[config.mk]
export PLATFORM = sky130hd
export DESIGN_NAME = instr_fetch_unit
export DESIGN_NICKNAME = d
export VERILOG_FILES = /design/src/rtl/instr_fetch_unit.sv
export SDC_FILE = /design/constraint.sdc
export NUM_CORES = 1
export LEC_CHECK = 0
export CORE_ASPECT_RATIO = 1.4
export CORE_MARGIN = 2
export CORE_UTILIZATION = 35
export CTS_BUF_LIST = sky130_fd_sc_hd__clkbuf_4
export DETAILED_ROUTE_END_ITERATION = 7
export PLACE_DENSITY = 0.64
export SYNTH_ARGS = -nofsm -noshare
export SYNTH_HDL_FRONTEND = slang
export SYNTH_SLANG_ARGS = --single-unit
export TNS_END_PERCENT = 30
[constraint.sdc]
create_clock -name clk -period 2.3 [get_ports clk]
set_input_delay 0.23 -clock clk [delete_from_list [all_inputs] [get_ports clk]]
set_output_delay 0.23 -clock clk [all_outputs]
set_load 0.02 [all_outputs]
[src/rtl/instr_fetch_unit.sv]
// instr_fetch_unit
//   Multicycle fetch stage. Holds the PC. For each fetch_req it runs one
//   req/ready read of instruction memory, then hands the word to the
//   instruction register as ir_data with a one-cycle ir_w strobe, and
//   advances the PC by 4. It also handles redirects, a misaligned PC and a
//   memory that never answers.
// Ports
//   clk, rst_n            clock (posedge) and asynchronous active-low reset
//   fetch_req             start a fetch at the current PC (acted on in IDLE only)
//   pc_load, pc_target    redirect strobe and its target
//   imem_addr, imem_rd    registered memory address and read request
//   imem_ready, imem_rdata  memory handshake and returned word
//   ir_data, ir_w         fetched word and one-cycle write strobe to the IR
//   pc, pc_plus4          current PC and PC+4 (mod 2**32)
//   busy                  high while waiting on memory
//   misalign_err, timeout_err  sticky error flags, cleared by pc_load in ERR
module instr_fetch_unit #(
    parameter logic [31:0] RESET_PC  = 32'h0000_0000,
    parameter int unsigned TIMEOUT_W = 8
) (
    input  logic        clk,
    input  logic        rst_n,
    input  logic        fetch_req,
    input  logic        pc_load,
    input  logic [31:0] pc_target,
    output logic [31:0] imem_addr,
    output logic        imem_rd,
    input  logic        imem_ready,
    input  logic [31:0] imem_rdata,
    output logic [31:0] ir_data,
    output logic        ir_w,
    output logic [31:0] pc,
    output logic [31:0] pc_plus4,
    output logic        busy,
    output logic        misalign_err,
    output logic        timeout_err
);

    typedef enum logic [1:0] {
        S_IDLE = 2'd0,
        S_WAIT = 2'd1,
        S_ERR  = 2'd2
    } state_e;

    state_e                 state_q, state_d;
    logic [31:0]            pc_q, pc_d;
    logic [31:0]            addr_q, addr_d;
    logic                   rd_q, rd_d;
    logic [31:0]            ir_data_q, ir_data_d;
    logic                   ir_w_q, ir_w_d;
    logic                   mis_q, mis_d;
    logic                   to_q, to_d;
    logic                   flush_q, flush_d;
    logic [31:0]            tgt_q, tgt_d;
    logic [TIMEOUT_W-1:0]   cnt_q, cnt_d;
    logic [TIMEOUT_W-1:0]   cnt_inc;

    assign cnt_inc = cnt_q + {{(TIMEOUT_W-1){1'b0}}, 1'b1};

    always_ff @(posedge clk or negedge rst_n) begin
        if (!rst_n) begin
            state_q   <= S_IDLE;
            pc_q      <= RESET_PC;
            addr_q    <= 32'h0;
            rd_q      <= 1'b0;
            ir_data_q <= 32'h0;
            ir_w_q    <= 1'b0;
            mis_q     <= 1'b0;
            to_q      <= 1'b0;
            flush_q   <= 1'b0;
            tgt_q     <= 32'h0;
            cnt_q     <= '0;
        end else begin
            state_q   <= state_d;
            pc_q      <= pc_d;
            addr_q    <= addr_d;
            rd_q      <= rd_d;
            ir_data_q <= ir_data_d;
            ir_w_q    <= ir_w_d;
            mis_q     <= mis_d;
            to_q      <= to_d;
            flush_q   <= flush_d;
            tgt_q     <= tgt_d;
            cnt_q     <= cnt_d;
        end
    end

    always_comb begin
        state_d   = state_q;
        pc_d      = pc_q;
        addr_d    = addr_q;
        rd_d      = rd_q;
        ir_data_d = ir_data_q;
        ir_w_d    = 1'b0;
        mis_d     = mis_q;
        to_d      = to_q;
        flush_d   = flush_q;
        tgt_d     = tgt_q;
        cnt_d     = cnt_q;

        unique case (state_q)
            S_IDLE: begin
                // A redirect wins over a fetch issued in the same cycle.
                if (pc_load) begin
                    pc_d = pc_target;
                end else if (fetch_req && (pc_q[1:0] != 2'b00)) begin
                    mis_d   = 1'b1;
                    state_d = S_ERR;
                end else if (fetch_req) begin
                    addr_d  = pc_q;
                    rd_d    = 1'b1;
                    cnt_d   = '0;
                    state_d = S_WAIT;
                end
            end
            S_WAIT: begin
                if (imem_ready) begin
                    rd_d    = 1'b0;
                    flush_d = 1'b0;
                    state_d = S_IDLE;
                    // A redirect arriving with the data still drops the word.
                    if (pc_load) begin
                        pc_d = pc_target;
                    end else if (flush_q) begin
                        pc_d = tgt_q;
                    end else begin
                        ir_data_d = imem_rdata;
                        ir_w_d    = 1'b1;
                        pc_d      = pc_q + 32'd4;
                    end
                end else begin
                    cnt_d = cnt_inc;
                    // Timeout takes precedence over a redirect in the same cycle.
                    if (cnt_inc == '1) begin
                        rd_d    = 1'b0;
                        to_d    = 1'b1;
                        flush_d = 1'b0;
                        state_d = S_ERR;
                    end else if (pc_load) begin
                        tgt_d   = pc_target;
                        flush_d = 1'b1;
                    end
                end
            end
            S_ERR: begin
                if (pc_load) begin
                    mis_d   = 1'b0;
                    to_d    = 1'b0;
                    pc_d    = pc_target;
                    state_d = S_IDLE;
                end
            end
            default: begin
                state_d = S_IDLE;
            end
        endcase
    end

    assign imem_addr    = addr_q;
    assign imem_rd      = rd_q;
    assign ir_data      = ir_data_q;
    assign ir_w         = ir_w_q;
    assign pc           = pc_q;
    assign pc_plus4     = pc_q + 32'd4;
    assign busy         = (state_q == S_WAIT);
    assign misalign_err = mis_q;
    assign timeout_err  = to_q;

endmodule

# Word level (Yosys, flattened, before mapping)
# Index checks and enable logic that the tools add are counted.
totals:
  register_bits: 143
  latchBits: 0
  ramBits: 0
  rom_bits: 0
  inputBits: 69
  output_inout_bits: 133
  wordCells: 88
  n_memories: 0
op_classes:
  n_addsub: 2
  mul: 0
  n_div: 0
  order_cmp: 0
  eq_ne: 14
  shifts: 0
  muxes: 37
  bitwise_logic: 5
  reduce_logical: 19
ops:
  columns: ["cell", "count"]
  rows:
  - ["$mux W32", 4]
  - ["$pmux W32 S2", 1]
  - ["$add A32 B3 Y32 const B", 1]
  - ["$mux W8", 4]
  - ["$reduce_and A4 Y1", 6]
  - ["$mux W1", 17]
  - ["$pmux W8 S2", 1]
  - ["$ne A2 B2 Y1 const B", 7]
  - ["$mux W2", 6]
  - ["$reduce_and A5 Y1", 2]
  - ["$reduce_bool A2 Y1", 5]
  - ["$add A8 B1 Y8 const B", 1]
  - ["$eq A8 B8 Y1 const B", 1]
  - ["$pmux W1 S2", 3]
  - ["$pmux W2 S3", 1]
  - ["$not A1 Y1", 5]
  - ["$ne A2 B1 Y1 const B", 2]
  - ["$ne A3 B2 Y1 const B", 1]
  - ["$ne A3 B3 Y1 const B", 1]
  - ["$reduce_and A3 Y1", 1]
  - ["$reduce_bool A3 Y1", 1]
  - ["$eq A2 B1 Y1 const B", 1]
  - ["$eq A2 B2 Y1 const B", 1]
  - ["$logic_not A2 Y1", 1]
  - ["other kinds (3)", 3]

# Longest topological paths before layout
depth:
  word_depth: 5
  mapped_depth: 8
  mapped_depth_nobuf: 6

# Least setup slack after synthesis
# Ideal clock, no wire load.
synth_path:
  path_type: "reg2out"
  from: "reg pc_q[4] (netlist: pc[4])"
  to: "out pc_plus4[29]"
  t_arrival_ns: 2.056
  required_ns: 2.070
  slack_ns: 0.014
  path_stages_with_launch: 6
  path_buffers: 1
  cell_sequence: "dfrtp_1 -> nand3_4 -> or4_1 -> buf_2 -> nor4b_4 -> xor2_1"
synth_via:
  elab_chain_len: 1
synth_lines:
  columns: ["item", "line", "source"]
  rows:
  - ["from (decl)", "46", "logic [31:0] pc_q, pc_d;"]
  - ["from (signal assigned)", "75", "pc_q <= pc_d;"]
  - ["$add A32 B3 Y32", "164", "assign pc_plus4 = pc_q + 32'd4;"]
  - ["to (decl)", "33", "output logic [31:0] pc_plus4,"]
# No other way between the ends.

# Worst setup path after layout
layout_path:
  from: "reg pc_q[5] (netlist: pc[5])"
  to: "out pc_plus4[29]"
# The elaborated chain is that of the path after synthesis.

==> results.tsv <==
stage	metric	value	unit
placement	DP Cell Count	1091	
sta	Fin. Hold Viols	0	
synth	synth cell count leaders	143 x dfrtp_1, 66 x mux2_2, 43 x nand2_1	
clock_network	cts bufs inserted	17	
synth	Mapped Nets	672	
power_and_ir_drop	Tot Pwr	9.260	mW
synth	synthesized area per cell	11.35	um2
synth	Yosys warning count	0	
die	total core area	19140	um2
run_status	failing checks	negative setup slack	
hold_path	Min-Delay Path Class	in -> async	
critical_path	crit start category	flip-flop	
critical_path	Worst Path Max Fanout	3	
synth	sequential-to-total area share from yosys stat	52.55	%
synth	Synth Cell Area	6809	um2
layout	fraction of layout cells with a size suffix above 1	28.62	%
power_and_ir_drop	pwr/cell area	913.0	nW/um2
critical_path	crit path kind	reg -> out	
drt	via/cell ratio	5.235	
synth	Async SR Flop Fraction	100.0	%
sta	Min Hold Slack	164.9	ps
synth	Synth area leader	dfrtp_1	
clock_network	worst skew pair latency	550	ps
clock_network	Reg clk slew, reported paths	140	ps
power_and_ir_drop	peak supply drop	0.5360	mV
drt	post-route ant nets	0	
synth	Mapped Cells	600	
run_status	status	finished, violations left	
critical_path	Bufs and invs on worst path	1	
critical_path	CP arrival	2250	ps
die	Initial Util	35.57	%
global_routing	initial antenna violation count	1	
critical_path	Max stage delay on crit path	610	ps
critical_path	critical path required time	2070	ps
sta	fin. max-slew vios	0	
layout	Final nets	943	
sta	Setup Skew	18.37	ps
clock_network	CTS tree	built	
synth	Yosys reg bits	143	
placement	worst slack, placed	-177.2	ps
global_routing	first-pass GRT wire length	33130	um
sta	final setup fails	16	
sta	max frequency	403.8	MHz
placement	port bufs	201	
layout	Area growth, synth to finish	48.95	%
synth	post-synth cell types	56	
sta	Slew headroom	65.28	%
die	die width	121.9	um
drt	drt first pass iters	6	
drt	vias post-DR	5942	
critical_path	slowest CP cell	or4_4	
synth	EDFF count, synth	0	
placement	HPWL reported at the end of detailed placement	15170	um
global_routing	largest net degree at the start of global routing	51	
sta	crit share post-route	107.7	%
drt	WL final	20550	um
critical_path	crit end category	output port	
layout	Non-Filler Instances	1135	
synth	most instantiated library cell after synthesis	dfrtp_1	
power_and_ir_drop	LEAKAGE	4.594	nW
critical_path	critical-path cell list	nand3_4, or4_4, nor4b_4, xor2_1, buf_4	
global_routing	vias in the first global route	6394	
synth	top_reg_cell synth	dfrtp_1	
global_routing	total gr overflow	0	
sta	Tmin final	2477	ps
clock_network	CTS Sinks	143	
drt	DRC	0	
drt	initial DRC count	387	
synth	post-synth top area share	52.55	%
clock_network	CTS max path bufs	2	
flow_run	Max Cap Viol	0	
global_routing	GRT Util Overall	20.68	%
sta	Final WS setup	-176.8	ps
clock_network	clk root buf	clkbuf_4	
sta	measured slew at the worst slew-check pin	517.4	ps
sta	total negative slack	-1173	ps
die	Die Y	169.0	um
critical_path	Top delay family on crit path	simple AND/OR/NAND/NOR gates	
sta	RSZ-0062 raised after global routing	true	
placement	GPL Wtd Cong	0.8495	
clock_network	# H-tree levels	4	
die	FP Rows	60	
die	die area	20600	um2
synth	top cells by area, synth	dfrtp_1 53%, mux2_2 11%, mux2_1 3.6%	
die	io pins	202	
drt	Avg WL per Cell	18.10	um
==> cells by family after synthesis <==
logic type	share of synthesized area [%]
flops	52.55
buf+inv	3.344
compound gates	11.63
simple gates	12.77
xor+xnor	3.859
mux	15.29
fa+ha+maj	0.5513
==> path summary, 6_finish.rpt <==
check,start,endpoint,slack (ps),cells after the start
max,pc[5],pc_plus4[29],-180,5
min,rst_n,imem_addr[0],160,2
max reg2reg,cnt_q[0],tgt_q[11],160,6
min reg2reg,cnt_q[7],cnt_q[7],500,1
max in group asynchronous,rst_n,imem_addr[16],1320,3
min in group clk,imem_rdata[11],ir_data[11],280,2
==> state kept, by name, summed over array words and instances, names as in the netlist <==
signal and flops:
imem_addr 32, ir_data 32, pc 32, tgt_q 32, cnt_q 8, state_q 2
flush_q 1, imem_rd 1, ir_w 1, misalign_err 1, timeout_err 1
==> timing repair <==
action | in CTS | in global routing
setup buffers | 5 | 3
resized for setup | 150 | 23
setup endpoints to repair | 28 | 27
pin swaps | 14 | 12
hold buffers | 1 | 0
hold endpoints to repair | 47 | 0
==> placed cells by master (no fill, tap or decap), drive strengths merged, types with 5 or more instances in the layout <==
cell type,count
a21oi,36
a221o,8
a32o,7
and2,6
and3,9
buf,112
clkbuf,19
clkdlybuf4s50,171
clkinv,11
dfrtp,143
inv,16
mux2,88
mux2i,5
nand2,43
nand3,32
nand4,9
nor2,27
nor3,6
nor4,6
o21ai,31
o22ai,10
o31a,6
xnor2,23
xor2,7
==> metal layers <==
layer / up-vias / share of wire [%] / track usage (%)
met5: - / 0 / 0
met4: 0 / 2.4 / 8.346
met3: 34 / 7.0 / 6.132
met2: 225 / 52 / 36.24
met1: 2964 / 38 / 23.29
li1: 2719 / - / -
==> worst reg2reg max path, stage by stage, from the launching register on <==
cell      delay (ps)
dfrtp_1          440
ha_1             260
xnor2_1          150
nor4_2           310
nand3b_1         230
buf_4            270
mux2_1           370
==> metrics by stage <==
stage	instance area (um2)	utilization, %
after floorplan	6809	-
after global placement	9649	50.41
after detailed placement	9649	50.41
after CTS	10040	52.42
after global routing	10140	52.97
final	10140	52.98
==> where the power goes <==
| group | switching (mW) | total (mW) | internal (mW) |
|---|---|---|---|
| clock network | 0.998 | 1.55 | 0.552 |
| registers | 0.443 | 3.70 | 3.26 |
| logic | 2.01 | 4.01 | 2.00 |
| total | 3.45 | 9.26 | 5.81 |
==> cell type report <==
cell class                 instances  area [um2]
fill                            1717        9001
sequential                       143        3578
multi-input combinational        405        3199
timing repair buffer             291        2730
tap                              248       310.3
clock inverter                    15       140.1
clock buffer                      17       127.6
inverter                          13       48.80
antenna                            3       7.507
Power figures use the tool's default switching activity.
==> variant (config.mk and constraints unchanged) <==
`ir_data_q` no longer has a reset.
--- a/src/rtl/instr_fetch_unit.sv
+++ b/src/rtl/instr_fetch_unit.sv
@@ -64,5 +64,4 @@
             addr_q    <= 32'h0;
             rd_q      <= 1'b0;
-            ir_data_q <= 32'h0;
             ir_w_q    <= 1'b0;
             mis_q     <= 1'b0;
@@ -76,5 +75,4 @@
             addr_q    <= addr_d;
             rd_q      <= rd_d;
-            ir_data_q <= ir_data_d;
             ir_w_q    <= ir_w_d;
             mis_q     <= mis_d;
@@ -84,4 +82,8 @@
             cnt_q     <= cnt_d;
         end
+    end
+
+    always_ff @(posedge clk) begin
+        ir_data_q <= ir_data_d;
     end
 
Behaviour: differs if rst_n is asserted again (counterexample within 4 cycles, from zero or initial values and one cycle with rst_n low); with rst_n held inactive, the same outputs for 4 cycles.
==> variant against the unedited design <==
The flow still finishes with violations (negative setup slack); via count shrank 1.9%; sequential cell count unchanged; synthesized cell count down 7.0%; setup slack got worse by 0.012 ns; fmax down 0.49%; count of clock-buffer cells in the layout grew 1; routed wire length rose by 2.8%; final area about the same; power fell by 14%; area after synthesis shrank 2.0%; largest cell class unchanged; highest routed layer is now met5.
==> variant: results <==
<?xml version="1.0" encoding="UTF-8"?>
<metrics>
  <group name="critical_path">
    <metric name="timing.rr.end" unit="">tgt_q[23]$_DFFE_PN0P_</metric>
    <metric name="critical_path.endpoint" unit="">pc_plus4[28]</metric>
    <metric name="critical_path.max_fanout" unit="">6</metric>
  </group>
  <group name="status">
    <metric name="violations" unit="">negative setup slack</metric>
    <metric name="outcome" unit="">finished, violations left</metric>
  </group>
  <group name="timing">
    <metric name="timing.final.setup_violations" unit="">13</metric>
    <metric name="clock_skews" unit="ns">0.0167</metric>
    <metric name="postLayoutSetupSlackWorst" unit="ns">-0.189</metric>
  </group>
  <group name="synth">
    <metric name="number_of_instances_in_the_synthesized_netlist" unit="">558</metric>
    <metric name="edff_count_synth" unit="">32</metric>
    <metric name="post_synth_most_frequent_cells" unit="">dfrtp_1, nand2_1, a21oi_1</metric>
    <metric name="yosysUniqueCellTypes" unit="">58</metric>
    <metric name="mappedNetlistNets" unit="">630</metric>
    <metric name="yosysSeqAreaShare" unit="%">56.0</metric>
  </group>
  <group name="place">
    <metric name="placed_cell_area" unit="µm²">9440</metric>
    <metric name="place_inst" unit="">1038</metric>
    <metric name="dpl_hpwl" unit="µm">15200</metric>
    <metric name="place_congestion" unit="">0.830</metric>
  </group>
  <group name="pwr">
    <metric name="vdd_drop_max" unit="V">0.000367</metric>
    <metric name="total_leakage_power" unit="nW">4.51</metric>
  </group>
  <group name="cells_and_area">
    <metric name="drive_above_1_share" unit="%">31.2</metric>
    <metric name="final_nets" unit="">905</metric>
  </group>
  <group name="route">
    <metric name="total_wire_length" unit="µm">21100</metric>
    <metric name="drt_pass1_iterations" unit="">5</metric>
  </group>
  <group name="grt">
    <metric name="antenna_violations_before_repair" unit="">3</metric>
    <metric name="largest_net_degree_at_the_start_of_global_routing" unit="">53</metric>
  </group>
</metrics>
[variant: changes by cell type after synthesis, sizes merged, moves of 5 or more]
cell	change
dfrtp	-32
edfxtp	+32
mux2	-29
xnor2	-9
xor2	+8
o22ai	-6
o2bb2ai	+6
and4	+5
nor3	+5
o31a	-5
[variant: critical path, cell delays in order (launching register included)]
cell,delay [ns]
dfrtp_1,0.39
buf_6,0.11
and4_4,0.23
nand3_2,0.08
buf_6,0.15
nor4b_4,0.27
buf_4,0.15
xor2_1,0.16
buf_4,0.17
[variant: where the power goes]
group / switching, mW / internal [mW]
Clock: 1.04 / 0.586
Sequential: 0.334 / 3.10
Combinational: 1.38 / 1.50
[variant: what timing repair did]
| action | CTS | global route |
|---|---|---|
| buffers inserted | 7 | 12 |
| endpoints found under the hold margin | 37 | 0 |
| pin swaps | 20 | 16 |
| hold buffers | 1 | 0 |
| resized for setup | 143 | 59 |
| endpoints found under the setup margin | 29 | 56 |
[variant: per-layer routing]
layer  track usage [%]  share of wire, %  vias up  routed length [µm]
li1                  -                 -     2606                   -
met1              23.7                38     2911                8060
met2              35.7                51      268               10800
met3              6.20               7.9       43                1670
met4              8.39               2.6        4                 542
met5                 0              0.12        -                  26
[variant: logic make-up after synthesis]
logic type                 Yosys count  synth area share [%]
adders and majority gates            3                 0.562
and+or+nand+nor                    156                  12.0
DFF                                143                  56.0
buffers and inverters               47                  3.19
muxes                               64                  12.4
AOI/OAI and AO/OA                  116                  12.0
xor gates and xnor gates            29                  3.81
[variant: final cells by class]
cell class | count | area [µm²]
fill | 1578 | 8540
sequential | 143 | 3740
multi-input combinational | 368 | 3020
timing repair buffer | 294 | 2740
tap | 244 | 305
clock inverter | 14 | 146
clock buffer | 18 | 135
inverter | 9 | 33.8
antenna | 1 | 2.50
